## src/rtl/z80mini_intctl_pkg.sv

```systemverilog
// -----------------------------------------------------------------------------
// z80mini_pkg
// Shared definitions for the z80mini IM2 interrupt controller: register
// offsets within the four-port I/O window, the acknowledge FSM state type, the
// vector index used for spurious acknowledges, the maximum source count and a
// helper that builds the mask of implemented source bits.
// -----------------------------------------------------------------------------
package z80mini_pkg;

  localparam int NSRC_MAX = 8;

  // Register offsets selected by A[1:0]
  localparam logic [1:0] REG_MASK  = 2'd0;
  localparam logic [1:0] REG_VBASE = 2'd1;
  localparam logic [1:0] REG_PEND  = 2'd2;
  localparam logic [1:0] REG_INSRV = 2'd3;

  // Index placed in the vector when nothing was eligible at acknowledge time
  localparam logic [2:0] SPURIOUS_IDX = 3'b111;

  typedef enum logic [1:0] {
    IDLE,
    REQ,
    ACK
  } state_t;

  // Bits [nsrc-1:0] set; bits for unimplemented sources stay 0.
  function automatic logic [NSRC_MAX-1:0] src_mask(input int nsrc);
    logic [NSRC_MAX-1:0] m;
    m = '0;
    for (int i = 0; i < NSRC_MAX; i++) begin
      if (i < nsrc) m[i] = 1'b1;
    end
    return m;
  endfunction

endpackage

```

## src/rtl/z80mini_intctl_if.sv

```systemverilog
// -----------------------------------------------------------------------------
// z80mini_intctl_if
// Z80 bus slice seen by the interrupt controller.
//   clk0            one-clk strobe marking the CPU clock edge
//   a, d_in         CPU address A[7:0] and data bus input
//   n_iorq, n_m1,
//   n_rd, n_wr      Z80 bus controls, active-low
//   d_out, d_oe     read data / IM2 vector and its drive enable
//   int_n           0 = pull nINT low, 1 = release
// master: CPU/glue side driving the bus; slave: the controller.
// -----------------------------------------------------------------------------
interface z80mini_intctl_if;

  logic       clk0;
  logic [7:0] a;
  logic [7:0] d_in;
  logic       n_iorq;
  logic       n_m1;
  logic       n_rd;
  logic       n_wr;
  logic [7:0] d_out;
  logic       d_oe;
  logic       int_n;

  modport master (
    output clk0, a, d_in, n_iorq, n_m1, n_rd, n_wr,
    input  d_out, d_oe, int_n
  );

  modport slave (
    input  clk0, a, d_in, n_iorq, n_m1, n_rd, n_wr,
    output d_out, d_oe, int_n
  );

endinterface

```

## src/rtl/z80mini_intctl_irq_sync.sv

```systemverilog
// -----------------------------------------------------------------------------
// z80mini_irq_sync
// Two-flop synchronizer for one asynchronous request line plus a rising-edge
// detector. rise is a one-clk pulse, high in the clk after the second
// synchronizer stage first sees the request high.
// Ports:
//   clk    system clock
//   reset  synchronous, active-high
//   irq    asynchronous request input
//   rise   one-clk pulse on a synchronized rising edge
// -----------------------------------------------------------------------------
module z80mini_irq_sync (
  input  logic clk,
  input  logic reset,
  input  logic irq,
  output logic rise
);

  // [0],[1] are the synchronizer; [2] holds the previous synchronized level.
  logic [2:0] sr;

  always_ff @(posedge clk) begin
    if (reset) sr <= '0;
    else       sr <= {sr[1:0], irq};
  end

  assign rise = sr[1] & ~sr[2];

endmodule

```

## src/rtl/z80mini_intctl.sv

```systemverilog
// -----------------------------------------------------------------------------
// z80mini_intctl
// Z80 mode-2 interrupt controller. Up to eight rising-edge requests are
// synchronized into a PEND register, masked, prioritised (source 0 highest)
// and signalled on nINT. During the interrupt-acknowledge cycle the IM2
// vector {VBASE[7:4], idx[2:0], 0} is driven onto the data bus.
//
// I/O window BASE_PORT..BASE_PORT+3:
//   +0 MASK  RW   +1 VBASE RW ([3:0] read 0)
//   +2 PEND  R, write 1s to clear
//   +3 INSRV R, any write is an EOI
//
// Build option: define Z80MINI_INTCTL_NESTING_EN to track in-service sources.
// An in-service source blocks itself and every lower priority until EOI.
// Without it INSRV reads 0 and EOI writes are ignored.
//
// Ports:
//   clk    system clock (50 MHz)
//   reset  synchronous, active-high
//   irq    NSRC asynchronous rising-edge requests
//   bus    z80mini_intctl_if.slave (CPU bus, data out/enable, int_n)
// -----------------------------------------------------------------------------
module z80mini_intctl
  import z80mini_pkg::*;
#(
  parameter int         NSRC      = 8,
  parameter logic [7:0] BASE_PORT = 8'hC0
) (
  input  logic              clk,
  input  logic              reset,
  input  logic [NSRC-1:0]   irq,
  z80mini_intctl_if.slave   bus
);

  localparam logic [NSRC_MAX-1:0] SRC_MASK = src_mask(NSRC);

  // ---------------------------------------------------------------------------
  // Request synchronizers
  // ---------------------------------------------------------------------------
  logic [NSRC_MAX-1:0] rise_v;

  for (genvar g = 0; g < NSRC_MAX; g++) begin : g_src
    if (g < NSRC) begin : g_used
      z80mini_irq_sync u_sync (
        .clk   (clk),
        .reset (reset),
        .irq   (irq[g]),
        .rise  (rise_v[g])
      );
    end else begin : g_unused
      assign rise_v[g] = 1'b0;
    end
  end

  // ---------------------------------------------------------------------------
  // Bus decode
  // ---------------------------------------------------------------------------
  logic port_hit, io_cyc, wr_stb, rd_stb, rd_hold;
  logic ack_stb, ack_exit, ack_entry;
  logic wr_mask, wr_vbase, wr_pend;

  state_t state_q, state_d;

  assign port_hit  = (bus.a[7:2] == BASE_PORT[7:2]);
  assign io_cyc    = bus.clk0 & ~bus.n_iorq & bus.n_m1 & port_hit;
  assign wr_stb    = io_cyc & ~bus.n_wr;
  assign rd_stb    = io_cyc & ~bus.n_rd;
  // Read stays active for as long as the CPU holds the I/O read on our window.
  assign rd_hold   = ~bus.n_iorq & ~bus.n_rd & bus.n_m1 & port_hit;

  assign ack_stb   = bus.clk0 & ~bus.n_m1 & ~bus.n_iorq;
  assign ack_exit  = bus.clk0 & (bus.n_m1 | bus.n_iorq);
  assign ack_entry = ack_stb & (state_q != ACK);

  assign wr_mask   = wr_stb & (bus.a[1:0] == REG_MASK);
  assign wr_vbase  = wr_stb & (bus.a[1:0] == REG_VBASE);
  assign wr_pend   = wr_stb & (bus.a[1:0] == REG_PEND);

  // ---------------------------------------------------------------------------
  // Registers and priority
  // ---------------------------------------------------------------------------
  logic [NSRC_MAX-1:0] mask, pending, insrv, blocked, eligible;
  logic [NSRC_MAX-1:0] win_hot, ack_clr, pend_clr;
  logic [3:0]          vbase_hi;
  logic [2:0]          win_idx, ack_idx;
  logic                any_elig, int_n_q, rd_active;

  assign eligible = pending & mask & ~blocked;
  assign any_elig = |eligible;

  // Lowest set index wins; SPURIOUS_IDX when nothing is eligible.
  always_comb begin
    // NOTE: every combinational output gets a default first so no path leaves
    // it unassigned, which would otherwise infer a latch.
    win_idx = SPURIOUS_IDX;
    win_hot = '0;
    for (int i = NSRC_MAX - 1; i >= 0; i--) begin
      if (eligible[i]) begin
        win_idx    = 3'(i);
        win_hot    = '0;
        win_hot[i] = 1'b1;
      end
    end
  end

  assign ack_clr  = ack_entry ? win_hot : '0;
  assign pend_clr = (wr_pend ? bus.d_in : '0) | ack_clr;

  always_ff @(posedge clk) begin
    // NOTE: reset is synchronous; every register here is a plain flop and is
    // cleared explicitly, there is no memory array to leave unreset.
    if (reset) begin
      mask      <= '0;
      vbase_hi  <= '0;
      pending   <= '0;
      ack_idx   <= '0;
      int_n_q   <= 1'b1;
      rd_active <= 1'b0;
    end else begin
      if (wr_mask)  mask     <= bus.d_in & SRC_MASK;
      if (wr_vbase) vbase_hi <= bus.d_in[7:4];
      // A new edge on a bit being cleared in the same clk keeps the bit set.
      pending   <= (pending & ~pend_clr) | rise_v;
      if (ack_entry) ack_idx <= win_idx;
      int_n_q   <= ~any_elig;
      rd_active <= rd_stb | (rd_active & rd_hold);
    end
  end

`ifdef Z80MINI_INTCTL_NESTING_EN
  logic                wr_insrv;
  logic [NSRC_MAX-1:0] eoi_hot;

  assign wr_insrv = wr_stb & (bus.a[1:0] == REG_INSRV);

  // blocked[i] is set when any in-service source has index <= i.
  // eoi_hot selects the highest-priority (lowest index) in-service bit.
  always_comb begin
    logic seen;
    seen    = 1'b0;
    blocked = '0;
    eoi_hot = '0;
    for (int i = 0; i < NSRC_MAX; i++) begin
      if (insrv[i] && !seen) eoi_hot[i] = 1'b1;
      seen       = seen | insrv[i];
      blocked[i] = seen;
    end
  end

  always_ff @(posedge clk) begin
    if (reset) insrv <= '0;
    else       insrv <= (insrv & ~(wr_insrv ? eoi_hot : '0)) | ack_clr;
  end
`else
  assign insrv   = '0;
  assign blocked = '0;
`endif

  // ---------------------------------------------------------------------------
  // Acknowledge FSM: state register / next state / outputs
  // ---------------------------------------------------------------------------
  always_ff @(posedge clk) begin
    if (reset) state_q <= IDLE;
    else       state_q <= state_d;
  end

  always_comb begin
    state_d = state_q;
    unique case (state_q)
      IDLE: begin
        if (ack_stb)       state_d = ACK;
        else if (any_elig) state_d = REQ;
      end
      REQ: begin
        if (ack_stb)        state_d = ACK;
        else if (!any_elig) state_d = IDLE;
      end
      ACK: begin
        if (ack_exit) state_d = IDLE;
      end
      default: state_d = IDLE;
    endcase
  end

  logic [7:0] rd_data;

  always_comb begin
    rd_data = '0;
    unique case (bus.a[1:0])
      REG_MASK:  rd_data = mask;
      REG_VBASE: rd_data = {vbase_hi, 4'b0000};
      REG_PEND:  rd_data = pending;
      REG_INSRV: rd_data = insrv;
      default:   rd_data = '0;
    endcase
  end

  logic [7:0] d_out_c;
  logic       d_oe_c;

  always_comb begin
    d_out_c = '0;
    d_oe_c  = 1'b0;
    if (state_q == ACK) begin
      d_oe_c  = 1'b1;
      d_out_c = {vbase_hi, ack_idx, 1'b0};
    end else if (rd_active) begin
      d_oe_c  = 1'b1;
      d_out_c = rd_data;
    end
  end

  assign bus.d_out = d_out_c;
  assign bus.d_oe  = d_oe_c;
  assign bus.int_n = int_n_q;

endmodule
```

## src/flat_wrapper.sv

```systemverilog
// flat-port wrapper written by rule: the top's interface ports become plain ports
module z80mini_intctl_flat import z80mini_pkg::*;
#(
  parameter int         NSRC      = 8,
  parameter logic [7:0] BASE_PORT = 8'hC0
)
  (clk, reset, irq, bus_clk0, bus_a, bus_d_in, bus_n_iorq, bus_n_m1, bus_n_rd, bus_n_wr, bus_d_out, bus_d_oe, bus_int_n);
  z80mini_intctl_if bus_i ();
  input  logic clk;
  input  logic reset;
  input  logic [NSRC-1:0] irq;
  input wire logic [$bits(bus_i.clk0)-1:0] bus_clk0;
  input wire logic [$bits(bus_i.a)-1:0] bus_a;
  input wire logic [$bits(bus_i.d_in)-1:0] bus_d_in;
  input wire logic [$bits(bus_i.n_iorq)-1:0] bus_n_iorq;
  input wire logic [$bits(bus_i.n_m1)-1:0] bus_n_m1;
  input wire logic [$bits(bus_i.n_rd)-1:0] bus_n_rd;
  input wire logic [$bits(bus_i.n_wr)-1:0] bus_n_wr;
  output wire logic [$bits(bus_i.d_out)-1:0] bus_d_out;
  output wire logic [$bits(bus_i.d_oe)-1:0] bus_d_oe;
  output wire logic [$bits(bus_i.int_n)-1:0] bus_int_n;
  assign bus_i.clk0 = bus_clk0;
  assign bus_i.a = bus_a;
  assign bus_i.d_in = bus_d_in;
  assign bus_i.n_iorq = bus_n_iorq;
  assign bus_i.n_m1 = bus_n_m1;
  assign bus_i.n_rd = bus_n_rd;
  assign bus_i.n_wr = bus_n_wr;
  assign bus_d_out = bus_i.d_out;
  assign bus_d_oe = bus_i.d_oe;
  assign bus_int_n = bus_i.int_n;
  z80mini_intctl #(.NSRC(NSRC), .BASE_PORT(BASE_PORT)) u_core (.clk(clk), .reset(reset), .irq(irq), .bus(bus_i));
endmodule
```

## config.mk

```make
export PLATFORM = sky130hd
export DESIGN_NAME = z80mini_intctl_flat
export DESIGN_NICKNAME = d
export VERILOG_FILES = /design/src/rtl/z80mini_intctl_pkg.sv /design/src/rtl/z80mini_intctl_if.sv /design/src/rtl/z80mini_intctl_irq_sync.sv /design/src/rtl/z80mini_intctl.sv /design/src/flat_wrapper.sv
export SDC_FILE = /design/constraint.sdc
export NUM_CORES = 1
export LEC_CHECK = 0
export ABC_AREA = 1
export BUFFER_PORTS_ARGS = -buffer_cell sky130_fd_sc_hd__buf_2
export CORE_MARGIN = 2
export CORE_UTILIZATION = 41
export CTS_BUF_LIST = sky130_fd_sc_hd__clkbuf_2
export CTS_CLUSTER_DIAMETER = 30
export DETAILED_ROUTE_END_ITERATION = 10
export SYNTH_ARGS = -nofsm -noshare
export SYNTH_HDL_FRONTEND = slang
export SYNTH_SLANG_ARGS = --single-unit
```

## constraint.sdc

```tcl
create_clock -name clk -period 1.9 [get_ports clk]
set_input_delay 0.57 -clock clk [delete_from_list [all_inputs] [get_ports clk]]
set_output_delay 0.57 -clock clk [all_outputs]
set_load 0.01 [all_outputs]
```

==> results.toml, run 1 <==
[yosys]
synth_area_leader_cell = "dfxtp_1"
async_reset_ff_frac = 0
ys_seq_area_frac = 0.455
syn_area_sq_um = 2240
yosys.area_share.simple = 0.365
avgSynthCellArea_sq_um = 6.60
synth.most_common_cell = "nand2_1"
yosys.area.top_type_share = 0.455
synth-edff-count = 0
synth.area.top_cells = "dfxtp_1 45%, nand2_1 14%, nor2_1 12%, inv_1 11%, nand3_1 4.7%"
ys.flop_type = "dfxtp_1"
synth_nets = 371
ys_types = 23
synthTopCellsByCount = "83 x nand2_1, 72 x nor2_1, 64 x inv_1"
synth_xor_area_frac = 0
synth-seq-cells = 51
synth_compound_area_frac = 0.0496
synth_mux_area_frac = 0
synthAdderAreaFrac = 0
postSynthCellCount = 340
ys_warn_count = 0
synth_top_family_by_area = "simple AND/OR/NAND/NOR gates"

[cells_and_area]
final-seq-area_sq_um = 1030
final_cell_area_sq_um = 2710
multi_input_area_sq_um = 983
antennaDiodeCount = 0
area_growth_pct = 20.6
layout-drive-gt1-share = 0.217
fill_cells = 553
fin_nets = 422

[sta]
fin_skew_ns = 0.0228
post-route-period-util = 1.07
max_slew_margin = 0.702
setup_slack_ns = -0.138
rsz0062_at_grt = "true"
min_period_ns = 2.04
holdWs_ns = 0.305
setup_viol = 9
fmaxAchievable_ghz = 0.491
tightest_slew_ns = 0.447
hold_viol_final = 0
drv_slew = 0

[worst_hold_path]
hold_class = "in -> reg"
min_path_cells = 3
min-delay-start = "irq[3]"
holdPathEnd = "u_core.g_src[3].g_used.u_sync.sr[0]"

[floorplanning]
die_y_microns = 78.0
core_area_sq_um = 5200
num_rows = 26
num_io_pins = 41
initial_core_util = 0.431
die-width_microns = 78.0
dieArea_sq_um = 6080

[placed_design]
hpwl_microns = 3690
io_buffers = 40
place_area_sq_um = 2570
gp_congestion = 0.870

[setup_path]
arrival_ns = 1.47
regToRegSetupSlack_ns = 0.56
endpoint_kind = "primary output"
slowest_delay_ns = 0.39
crit_chain = "inv_2 > nor2_4 > inv_4 > buf_12 > nand3_2 > o21ai_2 > buf_2"
worstSetupPathType = "reg -> out"
path_buf_inv = 4
critical_path_required_ns = 1.33
crit_family = "flip-flops"
crit_fanout = 7
rr_endpoint = "u_core.state_q[0]"
slowest_stage = "dfxtp_2"
r2r_start = "u_core.mask[0]"
reg2regPathDepth = 6
start_kind = "flop"

[global_route]
grt-ovfl-total = 0
grt_start_max_net_pins = 20
grt_use_total = 0.173
grt_pass1_vias = 1826
grt_antenna_before_repair = 0
grt_pass1_wl_microns = 8310

[clock_tree]
clock-sinks = 51
cts_buffers = 5
cts_root_buf = "clkbuf_2"
clkTransAtPathRegs_ns = 0.25
clock_latency_ns = 0.43
cts_max_level = 2
cts_buffer_depth = 2
tritoncts = "done"

[outcome]
status = "complete, but fails checks"
violations = "negative setup slack"

[detailed_routing]
dr.pass1.iters = 4
drtIter0Drc = 134
viasPerCell = 4.45
vias = 2058
ant_nets = 0
drt-total-wl_microns = 4950
wire_per_inst_microns = 10.7
remaining_drc_errors = 0

[power]
powerDensity_nw_per_um2 = 638
peakVddDrop_uv = 461
p_leak_nw = 1.36

[run]
maxCapViolCount = 0
==> repair_timing <==
action,4_1_cts,5_1_grt
hold buffers,0,0
resized for setup,20,3
endpoints found under the setup margin,9,9
pin swaps,2,0
setup buffers,2,0
==> logic make-up (layout without fill, tap and decap cells) <==
logic type	after synthesis	in the layout
simple gates	193	193
buf+inv	76	128
flops	51	51
compound gates	20	20
==> area by class of cell <==
class                      instances  area share
sequential                        51       0.379
multi-input combinational        213       0.363
timing repair buffer              51       0.113
inverter                          69      0.0966
tap                               70      0.0323
clock buffer                       6      0.0111
clock inverter                     2     0.00462
==> worst max-delay path by stage <==
| stage | startpoint | endpoint | slack [ns] | cells past startpoint |
|---|---|---|---|---|
| after detailed placement | bus_a[0] | bus_d_out[6] | -0.20 | 7 |
| after CTS | u_core.state_q[1] | bus_d_out[5] | -0.14 | 7 |
| final | u_core.state_q[1] | bus_d_out[5] | -0.14 | 7 |
| after global routing | u_core.state_q[1] | bus_d_out[7] | -0.25 | 7 |
| after floorplan | bus_a[0] | bus_d_out[4] | 0.05 | 5 |
| after global placement | bus_a[0] | bus_d_out[2] | -0.14 | 7 |
==> power by group <==
part / total (W) / switching (W) / internal [W]
combinational: 0.000171 / 0.000102 / 0.0000693
clock: 0.000435 / 0.000340 / 0.0000953
sequential: 0.00112 / 0.0000126 / 0.00111
==> cell usage in the layout, fill, tap and decap left out <==
| cell type | count |
|---|---|
| clkinv_1 | 2 |
| nand3_1 | 17 |
| nand2_1 | 80 |
| nand4_1 | 8 |
| nor2_1 | 71 |
| nand2_2 | 2 |
| dfxtp_2 | 5 |
| inv_4 | 1 |
| a21oi_1 | 6 |
| buf_12 | 1 |
| o21ai_0 | 2 |
| o211ai_1 | 1 |
| nand3_2 | 5 |
| nand3_4 | 1 |
| clkbuf_2 | 6 |
| buf_2 | 39 |
| inv_2 | 5 |
| or2_4 | 1 |
| clkinv_4 | 1 |
| nand2_4 | 1 |
| o21ai_1 | 3 |
| nor3_1 | 3 |
| nor2_4 | 2 |
| buf_4 | 9 |
| dfxtp_1 | 46 |
| o22ai_2 | 1 |
| nor3_4 | 1 |
| inv_1 | 62 |
| nor2_2 | 1 |
| o21ai_2 | 1 |
| buf_6 | 2 |
| o22ai_1 | 6 |
==> worst register-to-register path, stage by stage, from the launching register on <==
cell,delay [ns]
dfxtp_1,0.39
nand2_1,0.11
nand2_1,0.08
nor2_1,0.33
nand2_1,0.18
o211ai_1,0.15
nor2_1,0.05
==> state kept, by name, summed over array words and instances (netlist names) <==
register / cells
u_core.rd_active: 1
u_core.state_q: 2
u_core.bus.int_n: 1
u_core.pending: 8
u_core.ack_idx: 3
u_core.mask: 8
u_core.g_src.g_used.u_sync.sr: 24
u_core.vbase_hi: 4
==> metrics by stage <==
step	util	setup slack (ns)	power, W	instances	TNS (ns)
CTS	0.518	-0.143	0.00175	462	-0.808
detailed placement	0.493	-0.199	0.00130	452	-1.24
finish	0.520	-0.138	0.00173	462	-0.621
global placement	0.493	-0.144	0.00129	452	-0.863
floorplan	-	0.0542	0.00122	340	0
global route	0.520	-0.247	0.00181	462	-1.67
==> layer usage <==
layer | GRT usage | vias to the layer above | wire, microns
met4 | 0.0526 | 0 | 72
met2 | 0.280 | 49 | 2220
met1 | 0.231 | 871 | 2390
met3 | 0.0360 | 8 | 269
met5 | 0 | - | 0
li1 | - | 1130 | -
Note: power is estimated with default switching activity, not from simulation.
==> run 2, diff against run 1 <==
Settings changed: CORE_ASPECT_RATIO set to 1.25.
==> run 2 against run 1 <==
Against the previous run: via count is 3.1% higher; highest routed layer unchanged; the run still ends with negative setup slack left; combinational power is 5% higher; die area hardly changed; utilization is 1.2 points lower; register-to-register slack worse by 0.07 ns.
==> results.toml, run 2 (same netlist as run 1, synthesis figures left out) <==
[floorplanning]
die_y_microns = 86.7
num_rows = 30
core_area_sq_um = 5370
num_io_pins = 41
die-width_microns = 70.2
initial_core_util = 0.418
dieArea_sq_um = 6090

[run]
maxCapViolCount = 0

[sta]
holdWs_ns = 0.292
rsz0062_at_grt = "true"
post-route-period-util = 1.11
setup_slack_ns = -0.209
max_slew_margin = 0.675
fin_skew_ns = 0.0219
setup_viol = 8
hold_viol_final = 0
tightest_slew_ns = 0.487
drv_slew = 0
min_period_ns = 2.11
fmaxAchievable_ghz = 0.474
setup_tns_ns = -1.33

[clock_tree]
cts_max_level = 2
tritoncts = "done"
cts_buffers = 5
cts_root_buf = "clkbuf_2"
cts_buffer_depth = 2
cts.hold.buffers_added = 0
clock-sinks = 51
clkTransAtPathRegs_ns = 0.27
clock_latency_ns = 0.44

[worst_hold_path]
holdPathEnd = "u_core.g_src[5].g_used.u_sync.sr[0]"
hold_class = "in -> reg"
min_path_cells = 3
min-delay-start = "irq[5]"

[power]
powerDensity_nw_per_um2 = 649
combinationalPowerShare = 0.101
netSwitchingFraction = 0.273
peakVddDrop_uv = 423
p_leak_nw = 1.37
clockPowerShare = 0.267
p_sw_w = 0.000484
power.share.sequential = 0.632
p_total_w = 0.00177
p_int_w = 0.00129

[global_route]
grt_pass1_vias = 1927
busiest_layer = "met2"
grt_use_total = 0.178
grt_start_max_net_pins = 25
grt-ovfl-total = 0
met2_usage = 0.319
grt_antenna_before_repair = 0
grt_pass1_wl_microns = 8540
grt_util_met1 = 0.209
globalRouteMet3Util = 0.0279

[cells_and_area]
fill_cells = 571
fin_nets = 423
layout_commonest_cell = "nand2_1"
antennaDiodeCount = 0
final_cell_mix = "81 x nand2_1, 71 x nor2_1, 62 x inv_1"
largest_reg_flops = 24
layout-drive-gt1-share = 0.211
top_regs = "u_core.g_src.g_used.u_sync.sr: 24 flops, u_core.mask: 8 flops, u_core.pending: 8 flops"
regMostFlops = "u_core.g_src.g_used.u_sync.sr"
final_cell_area_sq_um = 2730
area_growth_pct = 21.6
fin_cells = 457

[placed_design]
place_area_sq_um = 2570
io_buffers = 40
dp.cells = 447
hpwl_microns = 3820
gp_congestion = 0.819

[detailed_routing]
viasPerCell = 4.64
wire_per_inst_microns = 11.3
dr.pass1.iters = 4
drt-total-wl_microns = 5150
drtIter0Drc = 94
ant_nets = 0
remaining_drc_errors = 0
vias = 2121

[setup_path]
critical_path_required_ns = 1.33
rr_endpoint = "u_core.state_q[0]"
reg2regPathDepth = 6
regToRegSetupSlack_ns = 0.49
arrival_ns = 1.54
start_kind = "input pin"
worstSetupPathType = "in -> out"
r2r_start = "u_core.mask[0]"
endpoint_kind = "primary output"
crit_fanout = 7

[outcome]
status = "complete, but fails checks"
violations = "negative setup slack"
==> run 2: area by class of cell <==
| type | instances | area, sq um | share of cell area |
|---|---|---|---|
| flip-flops and latches | 51 | 1030 | 0.376 |
| multi-input cells | 213 | 980 | 0.359 |
| clock buffers | 5 | 25.0 | 0.00917 |
| inverters | 69 | 265 | 0.0972 |
| well taps | 64 | 80.1 | 0.0293 |
| repair buffers | 52 | 325 | 0.119 |
| clock inverters | 3 | 26.3 | 0.00963 |
==> run 2: worst max-delay path, cell delays in order <==
cell and delay (ns):
buf_6 0.10, nor2_4 0.10, buf_6 0.11, clkinvlp_4 0.19, o22ai_1 0.17, nand3_1 0.09
nand2_1 0.08, buf_2 0.13
==> run 2: per-stage QoR <==
step / worst slack, ns / util
floorplan: 0.0542 / -
global route: -0.264 / 0.508
global placement: -0.149 / 0.478
CTS: -0.163 / 0.501
finish: -0.209 / 0.508
detailed placement: -0.173 / 0.478
==> run 2: repair_timing <==
item | in CTS | in global routing
setup endpoints to repair | 9 | 9
cloned | 0 | 0
pin swaps | 1 | 3
buffers inserted | 2 | 0
resized for setup | 14 | 8
==> run 2: power by group through the flow <==
| stage | Clock [W] | Sequential, W | Combinational [W] |
|---|---|---|---|
| 5_1_grt | 0.000537 | 0.00112 | 0.000201 |
| 3_5_place_dp | 0 | 0.00114 | 0.000161 |
| 2_1_floorplan | 0 | 0.00114 | 0.0000860 |
| 3_3_place_gp | 0 | 0.00114 | 0.000157 |
| 6_report | 0.000472 | 0.00112 | 0.000179 |
| 4_1_cts | 0.000500 | 0.00112 | 0.000174 |
==> run 2: worst max path at each step <==
stage,end,slack [ns],startpoint
5_1_grt,bus_d_out[5],-0.26,u_core.state_q[1]
6_report,bus_d_out[2],-0.21,bus_a[0]
3_5_place_dp,bus_d_out[7],-0.17,bus_a[0]
4_1_cts,bus_d_oe,-0.16,u_core.state_q[1]
3_3_place_gp,bus_d_out[3],-0.15,bus_a[0]
2_1_floorplan,bus_d_out[4],0.05,bus_a[0]
==> run 2: routing by layer <==
metal,vias up,wire length (microns)
li1,1126,-
met1,925,2250
met2,49,2510
met3,21,196
met4,0,200
met5,-,0
==> run 3, diff against run 2 <==
Settings changed: PLACE_DENSITY_LB_ADDON set to 0.12, REMOVE_ABC_BUFFERS set to 1.
==> run 3 against run 2 <==
Against the previous run: the run still ends with negative setup slack left; hold slack hardly changed; design area is 2.3% lower; sequential power hardly changed; non-clock buffer count is 1 lower; clock power is 2% lower; combinational power is 8% lower; register-to-register slack worse by 0.06 ns; final cell count is 0.22% lower; critical endpoint is now bus_d_oe.
==> results.toml, run 3 (same netlist as run 1, synthesis figures left out) <==
[floorplanning]
die_y_microns = 86.7
dieArea_sq_um = 6090
initial_core_util = 0.418
num_rows = 30
core_area_sq_um = 5370
die-width_microns = 70.2
num_io_pins = 41

[clock_tree]
cts.hold.buffers_added = 0
clkTransAtPathRegs_ns = 0.26
clock-sinks = 51
cts_root_buf = "clkbuf_2"
cts_buffers = 5
clock_latency_ns = 0.44
cts_max_level = 2
cts_buffer_depth = 2
tritoncts = "done"

[sta]
holdWs_ns = 0.292
tightest_slew_ns = 0.496
fmaxAchievable_ghz = 0.482
setup_viol = 9
drv_slew = 0
rsz0062_at_grt = "true"
post-route-period-util = 1.09
hold_viol_final = 0
min_period_ns = 2.07
max_slew_margin = 0.669
setup_slack_ns = -0.175
fin_skew_ns = 0.0211

[detailed_routing]
vias = 2080
viasPerCell = 4.56
drt-total-wl_microns = 4940
drtIter0Drc = 80
wire_per_inst_microns = 10.8
ant_nets = 0
dr.pass1.iters = 4
remaining_drc_errors = 0

[placed_design]
io_buffers = 40
place_area_sq_um = 2560
gp_congestion = 0.831
hpwl_microns = 3640
dp.cells = 446

[power]
powerDensity_nw_per_um2 = 656
p_leak_nw = 1.35
peakVddDrop_uv = 302

[setup_path]
critical_path_required_ns = 1.33
crit_fanout = 6
worstSetupPathType = "reg -> out"
start_kind = "flop"
endpoint_kind = "primary output"
arrival_ns = 1.50

[cells_and_area]
fill_cells = 593
multi_input_area_sq_um = 953
layout-drive-gt1-share = 0.209
final_cell_mix = "78 x nand2_1, 71 x nor2_1, 62 x inv_1"
largest_reg_flops = 24
final-seq-area_sq_um = 1030
utilization = 0.497
fin_cells = 456
final_cell_area_sq_um = 2670
antennaDiodeCount = 0
top_regs = "u_core.g_src.g_used.u_sync.sr: 24 flops, u_core.mask: 8 flops, u_core.pending: 8 flops"
layout_commonest_cell = "nand2_1"
regMostFlops = "u_core.g_src.g_used.u_sync.sr"
area_growth_pct = 18.8
fin_nets = 422

[global_route]
busiest_layer = "met2"
grt_pass1_vias = 1857
grt-ovfl-total = 0
met2_usage = 0.293
grt_pass1_wl_microns = 8380
grt_use_total = 0.172
globalRouteMet3Util = 0.0384
grt_util_met1 = 0.216
grt_antenna_before_repair = 0
grt_start_max_net_pins = 18

[worst_hold_path]
hold_class = "in -> reg"

[outcome]
violations = "negative setup slack"
status = "complete, but fails checks"

[run]
maxCapViolCount = 0
[run 3: power by group]
group | switching (W) | internal [W]
logic | 0.0000990 | 0.0000662
clock network | 0.000364 | 0.000100
registers | 0.0000127 | 0.00111
total | 0.000476 | 0.00127
[run 3: worst max-delay path: stages (launching register included)]
cell and delay, ns:
dfxtp_2 0.39, inv_2 0.07, nor2_4 0.05, buf_6 0.11
buf_6 0.12, or2_4 0.22, buf_6 0.12
[run 3: cell type report]
cell class                      count  share of cell area
Inverter                           69              0.0981
Tap cell                           64              0.0300
Clock buffer                        5             0.00939
Sequential cell                    51               0.385
Multi-Input combinational cell    213               0.358
Timing Repair Buffer               51               0.111
Clock inverter                      3             0.00845
[run 3: repair_timing]
action / 4_1_cts / 5_1_grt
endpoints found under the setup margin: 9 / 9
setup buffers: 1 / 1
hold endpoints to repair: 0 / 0
resized for setup: 8 / 11
pin swaps: 1 / 3
[run 3: per-stage QoR]
step,total power (W),setup TNS [ns],setup WS [ns]
6_report,0.00175,-0.968,-0.175
5_1_grt,0.00184,-1.93,-0.253
4_1_cts,0.00177,-1.17,-0.186
3_5_place_dp,0.00130,-1.13,-0.191
3_3_place_gp,0.00129,-0.561,-0.0923
2_1_floorplan,0.00121,0,0.0563
[run 3: path summary, 6_finish.rpt]
| kind | cells after the start | endpoint | slack [ns] | start |
|---|---|---|---|---|
| hold / removal | 3 | u_core.g_src[0].g_used.u_sync.sr[0] | 0.29 | irq[0] |
| setup reg to reg | 8 | u_core.pending[5] | 0.43 | u_core.state_q[1] |
| setup / recovery | 6 | bus_d_oe | -0.17 | u_core.state_q[1] |
| hold reg to reg | 2 | u_core.g_src[4].g_used.u_sync.sr[1] | 0.41 | u_core.g_src[4].g_used.u_sync.sr[0] |
[run 3: metal layers]
layer | vias to the layer above | routed length [microns]
met5 | - | 0
met1 | 893 | 2330
met2 | 60 | 2270
met4 | 0 | 62
li1 | 1122 | -
met3 | 5 | 274
